[config.mk]
export PLATFORM = sky130hd
export DESIGN_NAME = row_loader_flat
export DESIGN_NICKNAME = d
export VERILOG_FILES = /design/src/rtl/row_loader_if.sv /design/src/rtl/row_loader.sv /design/src/flat_wrapper.sv
export SDC_FILE = /design/constraint.sdc
export NUM_CORES = 1
export LEC_CHECK = 0
export ABC_CLOCK_PERIOD_IN_PS = 2600
export CAP_MARGIN = 20
export CORE_MARGIN = 8
export CORE_UTILIZATION = 46
export DETAILED_ROUTE_END_ITERATION = 8
export PLACE_DENSITY = 0.77
export REMOVE_ABC_BUFFERS = 1
export SLEW_MARGIN = 20
export SYNTH_ARGS = -nofsm -noshare
export SYNTH_HDL_FRONTEND = slang
export SYNTH_SLANG_ARGS = --single-unit
[constraint.sdc]
create_clock -name clk -period 2.6 [get_ports clk]
set_clock_uncertainty 0.15 [all_clocks]
set_input_delay 0.39 -clock clk [delete_from_list [all_inputs] [get_ports clk]]
set_output_delay 0.39 -clock clk [all_outputs]
set_load 0.01 [all_outputs]
[src/rtl/row_loader_if.sv]
// row_loader handshake and RAM write bus.
// CPU/stream side drives master; the loader uses slave.
interface row_loader_if #(
  parameter int WIDTH = 32,
  parameter int CNT_W = 11
);
  logic             start;
  logic [CNT_W-1:0] pixel_count;
  logic [7:0]       in_data;
  logic             in_valid;
  logic             in_ready;
  logic [WIDTH-1:0] mem_address;
  logic [WIDTH-1:0] mem_wdata;
  logic             mem_enw;
  logic             busy;
  logic             done;
  logic             error;

  modport master (
    output start, pixel_count, in_data, in_valid,
    input  in_ready, mem_address, mem_wdata,
    input  mem_enw, busy, done, error
  );

  modport slave (
    input  start, pixel_count, in_data, in_valid,
    output in_ready, mem_address, mem_wdata,
    output mem_enw, busy, done, error
  );
endinterface

[src/rtl/row_loader.sv]
// Packs an R,G,B byte stream into 25-bit row words
// and writes them into the data RAM row region.
module row_loader #(
  parameter int WIDTH     = 32,
  parameter int ROW_BASE  = 2000,
  parameter int ROW_DEPTH = 1025,
  parameter int CNT_W     = 11
) (
  input  logic clk,
  input  logic rst,
  row_loader_if.slave bus
);

  typedef enum logic [2:0] {
    IDLE, GET_R, GET_G, GET_B, WRITE, FINISH
  } state_t;

  localparam logic [CNT_W-1:0] DEPTH_C = CNT_W'(ROW_DEPTH);
  localparam logic [WIDTH-1:0] BASE_C  = WIDTH'(ROW_BASE);

  state_t           state_q, state_d;
  logic [CNT_W-1:0] count_q, count_d;
  logic [CNT_W-1:0] index_q, index_d;
  logic [7:0]       r_q, r_d;
  logic [7:0]       g_q, g_d;
  logic             in_ready_q, in_ready_d;
  logic [WIDTH-1:0] addr_q, addr_d;
  logic [WIDTH-1:0] wdata_q, wdata_d;
  logic             enw_q, enw_d;
  logic             busy_q, busy_d;
  logic             done_q, done_d;
  logic             error_q, error_d;
  logic             last;
  logic             take;
  logic             cnt_ok;

  assign last   = (index_q == count_q - 1'b1);
  assign take   = bus.in_valid & in_ready_q;
  assign cnt_ok = (bus.pixel_count != '0) &&
                  (bus.pixel_count <= DEPTH_C);

  // Next state; outputs are decoded from the next
  // state so they leave the block as flops.
  always_comb begin
    state_d    = state_q;
    count_d    = count_q;
    index_d    = index_q;
    r_d        = r_q;
    g_d        = g_q;
    addr_d     = addr_q;
    wdata_d    = wdata_q;
    error_d    = error_q;
    in_ready_d = 1'b0;
    enw_d      = 1'b0;
    busy_d     = 1'b0;
    done_d     = 1'b0;
    unique case (state_q)
      IDLE: begin
        if (bus.start) begin
          if (cnt_ok) begin
            count_d    = bus.pixel_count;
            index_d    = '0;
            error_d    = 1'b0;
            state_d    = GET_R;
            in_ready_d = 1'b1;
            busy_d     = 1'b1;
          end else begin
            error_d = 1'b1;
            state_d = FINISH;
            done_d  = 1'b1;
          end
        end
      end
      GET_R: begin
        busy_d     = 1'b1;
        in_ready_d = 1'b1;
        if (take) begin
          r_d     = bus.in_data;
          state_d = GET_G;
        end
      end
      GET_G: begin
        busy_d     = 1'b1;
        in_ready_d = 1'b1;
        if (take) begin
          g_d     = bus.in_data;
          state_d = GET_B;
        end
      end
      GET_B: begin
        busy_d = 1'b1;
        if (take) begin
          // Blue goes straight into the write word.
          state_d = WRITE;
          enw_d   = 1'b1;
          addr_d  = BASE_C + WIDTH'(index_q);
          wdata_d = WIDTH'({last, r_q, g_q, bus.in_data});
        end else begin
          in_ready_d = 1'b1;
        end
      end
      WRITE: begin
        if (last) begin
          state_d = FINISH;
          done_d  = 1'b1;
        end else begin
          index_d    = index_q + 1'b1;
          state_d    = GET_R;
          busy_d     = 1'b1;
          in_ready_d = 1'b1;
        end
      end
      FINISH: begin
        state_d = IDLE;
      end
      default: begin
        state_d = IDLE;
      end
    endcase
  end

  // State and output registers, cleared asynchronously.
  always_ff @(posedge clk or posedge rst) begin
    if (rst) begin
      state_q    <= IDLE;
      count_q    <= '0;
      index_q    <= '0;
      r_q        <= '0;
      g_q        <= '0;
      in_ready_q <= 1'b0;
      addr_q     <= '0;
      wdata_q    <= '0;
      enw_q      <= 1'b0;
      busy_q     <= 1'b0;
      done_q     <= 1'b0;
      error_q    <= 1'b0;
    end else begin
      state_q    <= state_d;
      count_q    <= count_d;
      index_q    <= index_d;
      r_q        <= r_d;
      g_q        <= g_d;
      in_ready_q <= in_ready_d;
      addr_q     <= addr_d;
      wdata_q    <= wdata_d;
      enw_q      <= enw_d;
      busy_q     <= busy_d;
      done_q     <= done_d;
      error_q    <= error_d;
    end
  end

  assign bus.in_ready    = in_ready_q;
  assign bus.mem_address = addr_q;
  assign bus.mem_wdata   = wdata_q;
  assign bus.mem_enw     = enw_q;
  assign bus.busy        = busy_q;
  assign bus.done        = done_q;
  assign bus.error       = error_q;

endmodule

[src/flat_wrapper.sv]
// flat-port wrapper written by rule: the top's interface ports become plain ports
module row_loader_flat 
#(
  parameter int WIDTH     = 32,
  parameter int ROW_BASE  = 2000,
  parameter int ROW_DEPTH = 1025,
  parameter int CNT_W     = 11
)
  (clk, rst, bus_start, bus_pixel_count, bus_in_data, bus_in_valid, bus_in_ready, bus_mem_address, bus_mem_wdata, bus_mem_enw, bus_busy, bus_done, bus_error);
  row_loader_if #(.WIDTH(WIDTH), .CNT_W(CNT_W)) bus_i ();
  input  logic clk;
  input  logic rst;
  input wire logic [$bits(bus_i.start)-1:0] bus_start;
  input wire logic [$bits(bus_i.pixel_count)-1:0] bus_pixel_count;
  input wire logic [$bits(bus_i.in_data)-1:0] bus_in_data;
  input wire logic [$bits(bus_i.in_valid)-1:0] bus_in_valid;
  output wire logic [$bits(bus_i.in_ready)-1:0] bus_in_ready;
  output wire logic [$bits(bus_i.mem_address)-1:0] bus_mem_address;
  output wire logic [$bits(bus_i.mem_wdata)-1:0] bus_mem_wdata;
  output wire logic [$bits(bus_i.mem_enw)-1:0] bus_mem_enw;
  output wire logic [$bits(bus_i.busy)-1:0] bus_busy;
  output wire logic [$bits(bus_i.done)-1:0] bus_done;
  output wire logic [$bits(bus_i.error)-1:0] bus_error;
  assign bus_i.start = bus_start;
  assign bus_i.pixel_count = bus_pixel_count;
  assign bus_i.in_data = bus_in_data;
  assign bus_i.in_valid = bus_in_valid;
  assign bus_in_ready = bus_i.in_ready;
  assign bus_mem_address = bus_i.mem_address;
  assign bus_mem_wdata = bus_i.mem_wdata;
  assign bus_mem_enw = bus_i.mem_enw;
  assign bus_busy = bus_i.busy;
  assign bus_done = bus_i.done;
  assign bus_error = bus_i.error;
  row_loader #(.WIDTH(WIDTH), .ROW_BASE(ROW_BASE), .ROW_DEPTH(ROW_DEPTH), .CNT_W(CNT_W)) u_core (.clk(clk), .rst(rst), .bus(bus_i));
endmodule
==> flow_summary.yaml <==
timing:
  max_slew_margin_pct: 65.8
  hold_violations: 0
  slew_violations: 0
  fin_crit_sh_pct: 99.3
  fmax_ghz: 0.388
  period_needed_ns: 2.58
  worst_slew_pin_slew_ns: 0.511
  finalSetupViolCount: 0
  fin_hold_ws_ns: 0.277
  setup_tns_ns: 0
  rsz0062_at_grt: "true"
place:
  hpwlAfterDp_um: 6570
  gp_congestion: 0.922
  dp_cells: 593
  post_dp_cell_area_um2: 4790
  io_buffers: 64
detailed_routing:
  first_pass_iters: 4
  drc: 0
  vias: 3210
  ant_nets: 0
  via_per_inst: 5.19
  wl_um: 9580
  avgRoutedWirePerCell_um: 15.5
  drt_iter0_drc: 159
finish:
  n_antenna_cell: 0
  nNetsFinal: 532
  drive_gt1_share_pct: 17.0
  area_growth_pct: 29.2
  fin_area_um2: 5250
  fill_cells: 721
  finalNonFillerCells: 619
power_and_ir_drop:
  p_switching_mw: 2.16
  power_mw: 5.95
  sequentialPowerShare_pct: 39.0
  irDropWorstVdd_mv: 0.718
  powerDensity_nw_per_um2: 1130
  power_frac_clock_pct: 18.1
  leakage_nw: 2.43
  internal-power_mw: 3.79
  netSwitchingFraction_pct: 36.3
  pwr-share-comb_pct: 42.9
logic_synthesis:
  yosysSeqAreaShare_pct: 51.1
  synth_area_per_cell_um2: 9.51
  yosys.area.top_type: "dfrtp_1"
  synth_area_um2: 4060
  synth_edf_count: 0
  ys_ff_latch: 83
  synth_top_area_share_pct: 51.1
  synth_cell_types: 48
  synth-main-ff-cell: "dfrtp_1"
  yosys-top-cells-area: "dfrtp_1 (51%), nand2_1 (12%), buf_4 (5.2%)"
  synthArstFlopShare_pct: 100
  ys_warn_count: 0
  syn_inst: 427
critical_path:
  r2r_cells: 9
  crit_required_ns: 2.72
  r2r-end: "u_core.index_q[10]$_DFFE_PP0P_"
  critPathKind: "register to register"
  worst-path-max-fanout: 6
  r2r_slack_ns: 0.02
  max_stage_delay_ns: 0.40
  arrival_ns: 2.71
  path_cells: "or3_4 > or3_4 > nor4_4 > xnor2_2 > nor4_4 > buf_6 > buf_12 > or3_1 > a21oi_1"
  crit_buf_inv: 2
  critPathTopFamily: "simple AND/OR/NAND/NOR gates"
  worst_setup_path_start_kind: "register"
  end_kind: "register"
  cp-startpoint: "u_core.count_q[4]$_DFFE_PP0P_"
  slowest_stage: "or3_4"
  r2r-start: "u_core.count_q[4]$_DFFE_PP0P_"
clock_tree:
  cts_max_level: 3
  cts_tree: "built"
  cts_hold_buf: 0
  clkTransAtPathRegs_ns: 0.09
  clockBufferDepth: 2
  root_buffer: "clkbuf_8"
  clk_latency_ns: 0.35
  clock-sinks: 83
  cts_made_buffers: 9
floorplanning:
  core_um2: 8640
  die_w_um: 110
  die_area_um2: 12100
  dieHeight_um: 110
  initial_core_util_pct: 47.0
  pin_count: 92
  num_rows: 34
global_routing:
  grt_pass1_vias: 3171
  grt_util_all_layers_pct: 16.0
  overflow: 0
  grt_pass1_wl_um: 15300
  antenna_found_initial: 0
  grt_max_degree: 84
job:
  drv_cap: 0
run_status:
  status: "finished clean"
min_path:
  hold_path.class: "input pin to async pin"
-- stage by stage --
stage / setup slack (ns) / util [%]
2_1_floorplan: -0.476 / -
3_3_place_gp: 0.0102 / 55.4
3_5_place_dp: -0.141 / 55.4
4_1_cts: 0.00724 / 58.8
5_1_grt: -0.130 / 60.8
6_report: 0.0195 / 60.8
-- cells by family after synthesis --
| kind of cell | count (synthesis) | synth area share, % |
|---|---|---|
| simple gates | 199 | 23.0 |
| flops | 83 | 51.1 |
| buf+inv | 58 | 8.38 |
| compound gates | 44 | 6.81 |
| mux | 22 | 5.98 |
| xor+xnor | 17 | 3.67 |
| fa+ha+maj | 3 | 0.924 |
| other cells | 1 | 0.0923 |
-- worst max-delay path by stage --
stage,end,cells past startpoint
2_1_floorplan,u_core.index_q[0]$_DFFE_PP0P_,7
6_report,u_core.index_q[10]$_DFFE_PP0P_,9
5_1_grt,u_core.index_q[1]$_DFFE_PP0P_,8
3_5_place_dp,u_core.index_q[1]$_DFFE_PP0P_,9
4_1_cts,u_core.index_q[1]$_DFFE_PP0P_,11
3_3_place_gp,u_core.index_q[1]$_DFFE_PP0P_,9
-- per-layer routing --
layer	up-vias	GRT usage (%)	wire length [um]
met5	-	0	0
met4	0	5.69	143
met3	13	5.86	803
met2	94	26.1	4630
met1	1567	19.1	4000
li1	1536	-	-
-- tightest hold or removal path, stage by stage --
cell             delay (ns)
clkdlybuf4s50_1        0.41
clkinv_2               0.06
buf_12                 0.35
-- synthesized netlist by cell type (2+ instances only) --
master and instances:
nand2_1 132, dfrtp_1 83, buf_4 28, mux2_2 18, clkbuf_1 16, xnor2_1 14
o21ai_0 13, nand3_1 11, nor2_1 11, a21oi_1 10, inv_1 8, or3_1 7
nor3_1 6, nand4_1 5, mux2i_1 4, o211ai_1 4, o31ai_1 4, and3_1 3
ha_1 3, nand3b_1 3, nor3b_1 3, nor4_2 3, o21ai_1 3, xor2_1 3
buf_1 2, buf_2 2, buf_6 2, nand2b_1 2, nor4_1 2, nor4b_1 2
o32ai_1 2, or3_4 2
-- timing repair --
action,in CTS,in global routing
pin swaps,7,12
gates cloned,1,1
gates resized for setup,8,19
setup buffers,1,7
endpoints found under the setup margin,16,16
-- layout make-up --
class	count	area, um2	area share, %
clock buffers	11	151	2.88
clock inverters	5	85.1	1.62
inverters	8	31.3	0.596
multi-input cells	312	1860	35.4
flip-flops and latches	83	2080	39.6
well taps	108	135	2.57
repair buffers	92	910	17.3
-- power by group through the flow --
| stage | registers, mW | clock network, mW | logic (mW) |
|---|---|---|---|
| after floorplan | 2.38 | 0 | 1.14 |
| after global placement | 2.29 | 0 | 2.25 |
| after detailed placement | 2.32 | 0 | 2.31 |
| after CTS | 2.31 | 1.09 | 2.41 |
| after global routing | 2.41 | 1.15 | 2.81 |
| final | 2.32 | 1.08 | 2.56 |
-- flip-flops by register name, indices dropped and copies added, names as in the netlist, 3 cells and up --
name	count
u_core.index_q	11
u_core.bus.mem_wdata	25
u_core.count_q	11
u_core.state_q	3
u_core.bus.mem_address	12
u_core.g_q	8
u_core.r_q	8
-- layout by cell type, fill, tap and decap left out, drive strengths merged, types with 11 or more instances in the layout --
cell           instances
nand3                 11
buf                   27
a21oi                 11
dfrtp                 83
xnor2                 14
mux2                  18
clkdlybuf4s50         64
clkbuf                12
nand2                132
o21ai                 17
conb                  27
nor2                  11
No activity file was read; power rests on OpenSTA's default activity.
==> variant 1 (same settings) <==
`CNT_W` is set to 11 in 3 places; all go to 12.
--- a/src/rtl/row_loader_if.sv
+++ b/src/rtl/row_loader_if.sv
@@ -3,5 +3,5 @@
 interface row_loader_if #(
   parameter int WIDTH = 32,
-  parameter int CNT_W = 11
+  parameter int CNT_W = 12
 );
   logic             start;
--- a/src/rtl/row_loader.sv
+++ b/src/rtl/row_loader.sv
@@ -5,5 +5,5 @@
   parameter int ROW_BASE  = 2000,
   parameter int ROW_DEPTH = 1025,
-  parameter int CNT_W     = 11
+  parameter int CNT_W     = 12
 ) (
   input  logic clk,
--- a/src/flat_wrapper.sv
+++ b/src/flat_wrapper.sv
@@ -5,5 +5,5 @@
   parameter int ROW_BASE  = 2000,
   parameter int ROW_DEPTH = 1025,
-  parameter int CNT_W     = 11
+  parameter int CNT_W     = 12
 )
   (clk, rst, bus_start, bus_pixel_count, bus_in_data, bus_in_valid, bus_in_ready, bus_mem_address, bus_mem_wdata, bus_mem_enw, bus_busy, bus_done, bus_error);
Ports: changed (resized bus_pixel_count); port bits go from 92 to 93. The function was not compared with the original's and may differ.
==> variant 1 against the unedited design <==
  * The run now ends with setup timing left
  * Via count up 6.1%
  * Wire length up 4.0%
  * Sequential cell count up 3
  * Worst setup slack worse by 75 ps
  * Core utilization down 0.60 points
  * Final area up 4.9%
  * Total power up 5.7%
  * Synthesized area up 6.2%
  * Worst hold slack worse by 67 ps
  * Critical endpoint is now u_core.index_q[3]
  * Largest power group unchanged
  * Highest routed layer unchanged
==> variant 1: results (changes against the unedited design) <==
* Vias per inst at 5.25 (+1.2%)
* Top Layer Used: met4
* Crit path max-delay family: compound AO/OA/AOI/OAI gates
* Dpl cells at 628 (+5.9%)
* DP Wirelength at 7220 um (+9.9%)
* Worst Path Max Fanout at 18 (+12)
* Post-cts gate resize count at 10 (+2)
* Worst vdd ir at 0.000576 V (-20%)
* Initial antenna violation count at 0 (unchanged)
* Drt initial violations at 168 (+5.7%)
* Seq power at 2.37 mW (+2%)
* P_comb at 2.91 mW (+14%)
* Number of global-route vias before repair at 3,370 (+6.3%)
* Slowest Stage Delay on Critical Path at 470 ps (+70 ps)
* GRT Total Usage at 0.159 (-0.00183)
* Total setup buffers inserted after CTS at 2 (+1)
* Leak Pwr at 2.53 nW (+4.4%)
* Worst-skew pair later-pin latency at 360 ps
* H-tree Lvls at 3 (unchanged)
* NetSw at 2.38 mW (+10%)
* Ranking of synthesized cells by area: dfrtp_1 50%, nand2_1 9.8%, buf_4 4.9%
* Pwr/cell area at 1140 nW/um^2 (+0.69%)
* NumNets Final at 560 (+5.3%)
* Number of unique standard cell types used by synthesis at 54 (+13%)
* Met3 wire len at 593 um (-26%)
* Placement Setup Slack at -130 ps (+11.2 ps)
* Worst R2R End: u_core.index_q[3]
* Setup TNS at -267 ps (-267 ps)
* Finished Cell Area at 5510 um^2 (+4.9%)
* Share of cells above drive strength 1 at 0.169 (-0.00111)
* First-pass GRT wire length at 16,500 um (+7.7%)
* Root buffer cell: clkbuf_8
* Critical Path AT at 2760 ps (+50 ps)
* CP startpoint: u_core.count_q[1]
* Pin count of the biggest net entering global routing at 36 (-57%)
* WL met2 at 5050 um (+9.2%)
* Largest register FFs at 25 (unchanged)
* Most instantiated cells after synthesis: 113 x nand2_1, 86 x dfrtp_1, 28 x buf_4
* Hold_ws at 210 ps (-66.8 ps)
* TritonCTS Buffers at 9 (unchanged)
* WL final at 9960 um (+4.0%)
* Final cell count without fillers at 649 (+4.8%)
* Worst Hold Class: primary input to asynchronous set/reset pin
* Port Buffers at 66 (+3.1%)
* Depth of the most critical reg-to-reg path at 10 (+1)
* Worst slew pin tran at 528 ps (+17.1 ps)
* Synth Warn # at 0 (unchanged)
* Crit. End Element: flop
* DP Area at 5170 um^2 (+8.1%)
* Fill cells at 763 (+5.8%)
* # setup viols final at 8 (+8)
* Clock transition at the registers of the reported paths at 100 ps
* Failing checks: setup timing
* Worst setup margin at -55.2 ps (-74.7 ps)
* Post-Route M1 WL at 4220 um (+5.3%)
* Outcome: finished with violations
* Syn Area/Cell at 9.73 um^2 (+2.3%)
* Crit-path slowest cell: or4b_4
* Routability cong. at 0.836 (-9.3%)
* Seq/Total Area, Yosys at 0.499 (-0.0123)
-- variant 1: cell types whose count changed after synthesis, sizes merged, moves of 6 or more --
cell,unedited run,this run
nand2,132,113
inv,8,16
or3,9,1
mux2,18,25
a211o,0,6
a211oi,0,6
nand4,5,11
-- variant 1: layer usage --
layer / vias to the layer above / global-route usage
met5: - / 0
met1: 1674 / 0.192
li1: 1636 / -
met3: 6 / 0.0437
met2: 89 / 0.266
met4: 0 / 0.0549
-- variant 1: layout make-up --
type | count | share of cell area
Timing Repair Buffer | 101 | 0.177
Clock inverter | 6 | 0.0139
Tap cell | 111 | 0.0252
Sequential cell | 86 | 0.391
Multi-Input combinational cell | 318 | 0.356
Inverter | 17 | 0.0118
Clock buffer | 10 | 0.0250
-- variant 1: kinds of logic after synthesis --
group	synth area share
and+or+nand+nor	0.212
adders and majority gates	0.00871
buffers and inverters	0.0836
xor gates and xnor gates	0.0427
AOI/OAI and AO/OA	0.0871
other	0.000870
DFF	0.499
muxes	0.0662
==> variant 2 (same flow settings) <==
Made on the original files. `wdata_q` no longer has a reset.
--- a/src/rtl/row_loader.sv
+++ b/src/rtl/row_loader.sv
@@ -130,5 +130,4 @@
       in_ready_q <= 1'b0;
       addr_q     <= '0;
-      wdata_q    <= '0;
       enw_q      <= 1'b0;
       busy_q     <= 1'b0;
@@ -143,5 +142,4 @@
       in_ready_q <= in_ready_d;
       addr_q     <= addr_d;
-      wdata_q    <= wdata_d;
       enw_q      <= enw_d;
       busy_q     <= busy_d;
@@ -149,4 +147,8 @@
       error_q    <= error_d;
     end
+  end
+
+  always_ff @(posedge clk) begin
+    wdata_q <= wdata_d;
   end
 
Check against the original RTL: differs if rst is asserted again (counterexample within 10 cycles, from zero or initial values and one cycle with rst high); with rst held inactive, the same outputs for 10 cycles.
==> variant 2 against the unedited design <==
  * The flow now finishes with violations (setup timing)
  * Total power shrank 7.8%
  * Via count shrank 7.4%
  * Die area shrank 2.9%
  * Final area grew 1.1%
  * Critical path type unchanged
  * Fmax shrank 7.0%
  * First-iteration DRC count grew 73%
  * Worst setup slack lost 190 ps
  * Wire length shrank 2.4%
  * Sequential cell count is the same
  * Synthesized area shrank 3.4%
==> variant 2: results (changes against the unedited design) <==
* Ranking of synthesized cells by area: dfrtp_1 37%, edfxtp_1 19%, mux2_2 5.7%
* Pin count of the biggest net entering global routing at 59 (-30%)
* Synth Warn # at 0 (unchanged)
* Worst R2R End: u_core.index_q[5]
* Crit path launch type: flop
* NumNets Final at 483 (-9.2%)
* Ys async rst share at 0.699 (-0.301)
* First-pass GRT wire length at 15,200 um (-1.1%)
* Worst-skew pair later-pin latency at 350 ps (about the same)
* Final cell count without fillers at 567 (-8.4%)
* DP Area at 4770 um^2 (-0.31%)
* Worst vdd ir at 0.000458 V (-36%)
* GRT Total Usage at 0.163 (+0.00307)
* Seq/Total Area, Yosys at 0.561 (+0.0500)
* Worst Path Max Fanout at 6 (unchanged)
* Routability cong. at 0.835 (-9.4%)
* Fill cells at 658 (-8.7%)
* Worst Hold Class: primary input to asynchronous set/reset pin
* Sw frac at 0.355 (-0.00740)
* Number of synthesized flops with an enable pin at 25 (+25)
* Placement Setup Slack at -245 ps (-104 ps)
* Critical Path AT at 2900 ps (+190 ps)
* Total vias in the final route at 2,974 (-7.4%)
* WL final at 9340 um (-2.4%)
* Multi-input logic area at 1690 um^2 (-9.3%)
* Most instantiated cells after synthesis: 58 x dfrtp_1, 49 x nand2_1, 27 x buf_4
* # setup viols final at 12 (+12)
* Leak Pwr at 2.24 nW (-7.5%)
* Outcome: finished with violations
* Depth of the most critical reg-to-reg path at 8 (-1)
* Clock share of power at 0.178 (-0.003)
* Critical R2R Launch: u_core.count_q[0]
* Worst setup margin at -175 ps (-195 ps)
* Share of cells above drive strength 1 at 0.260 (+0.0895)
* Syn Area/Cell at 11.2 um^2 (+18%)
* Root buffer cell: clkbuf_8
* Diode count at 0 (unchanged)
* H-tree Lvls at 3 (unchanged)
* Number of unique standard cell types used by synthesis at 49 (+2.1%)
* Drt initial violations at 275 (+73%)
* Dpl cells at 532 (-10%)
* Failing checks: setup timing
* DP Wirelength at 6370 um (-3.0%)
## variant 2: timing repair
item,in CTS,in global routing
endpoints found under the setup margin,9,16
gates resized for setup,17,24
pin swaps,23,14
hold buffers,0,0
setup buffers,20,5
gates cloned,1,0
## variant 2: cells by family (layout without fill, tap and decap cells)
kind of cell,after synthesis,after routing,share of synthesized area
buf+inv,50,135,0.0778
fa+ha+maj,3,3,0.00957
compound gates,50,51,0.0813
flops,83,83,0.561
other cells,1,27,0.000956
simple gates,120,120,0.160
mux,21,21,0.0600
xor+xnor,22,22,0.0491
## variant 2: layer usage
metal | part of all wire | vias up | GRT usage
li1 | - | 1392 | -
met1 | 0.40 | 1419 | 0.195
met2 | 0.50 | 141 | 0.277
met3 | 0.074 | 22 | 0.0321
met4 | 0.028 | 0 | 0.0802
met5 | 0 | - | 0
## variant 2: power groups by stage
stage	sequential, mW	clock, mW	combinational, mW
2_1_floorplan	2.15	0	1.00
3_3_place_gp	2.07	0	1.89
3_5_place_dp	2.10	0	1.95
4_1_cts	2.08	0.994	2.26
5_1_grt	2.14	1.05	2.64
6_report	2.08	0.977	2.43
## variant 2: per-stage QoR
step                      hold slack [ps]  power (mW)  TNS, ps
final                                 258        5.49     -679
after global routing                  283        5.84    -1850
after CTS                             265        5.33    -1050
after detailed placement              278        4.04    -1730
after global placement                276        3.95     -467
after floorplan                       271        3.16     -940
## variant 2: worst max-delay path: stages (launching register included)
cell and delay (ps):
dfrtp_1 400, inv_2 90, ha_4 130, or3b_4 420, o311ai_0 440, o21ai_2 170, a31o_4 280, or4_1 470
a21oi_1 140
## variant 2: layout make-up
type                    instances  area share
multi-input cells             244       0.318
inverters                       5     0.00354
repair buffers                114       0.200
clock buffers                  10      0.0259
well taps                     105      0.0248
clock inverters                 6      0.0134
flip-flops and latches         83       0.415
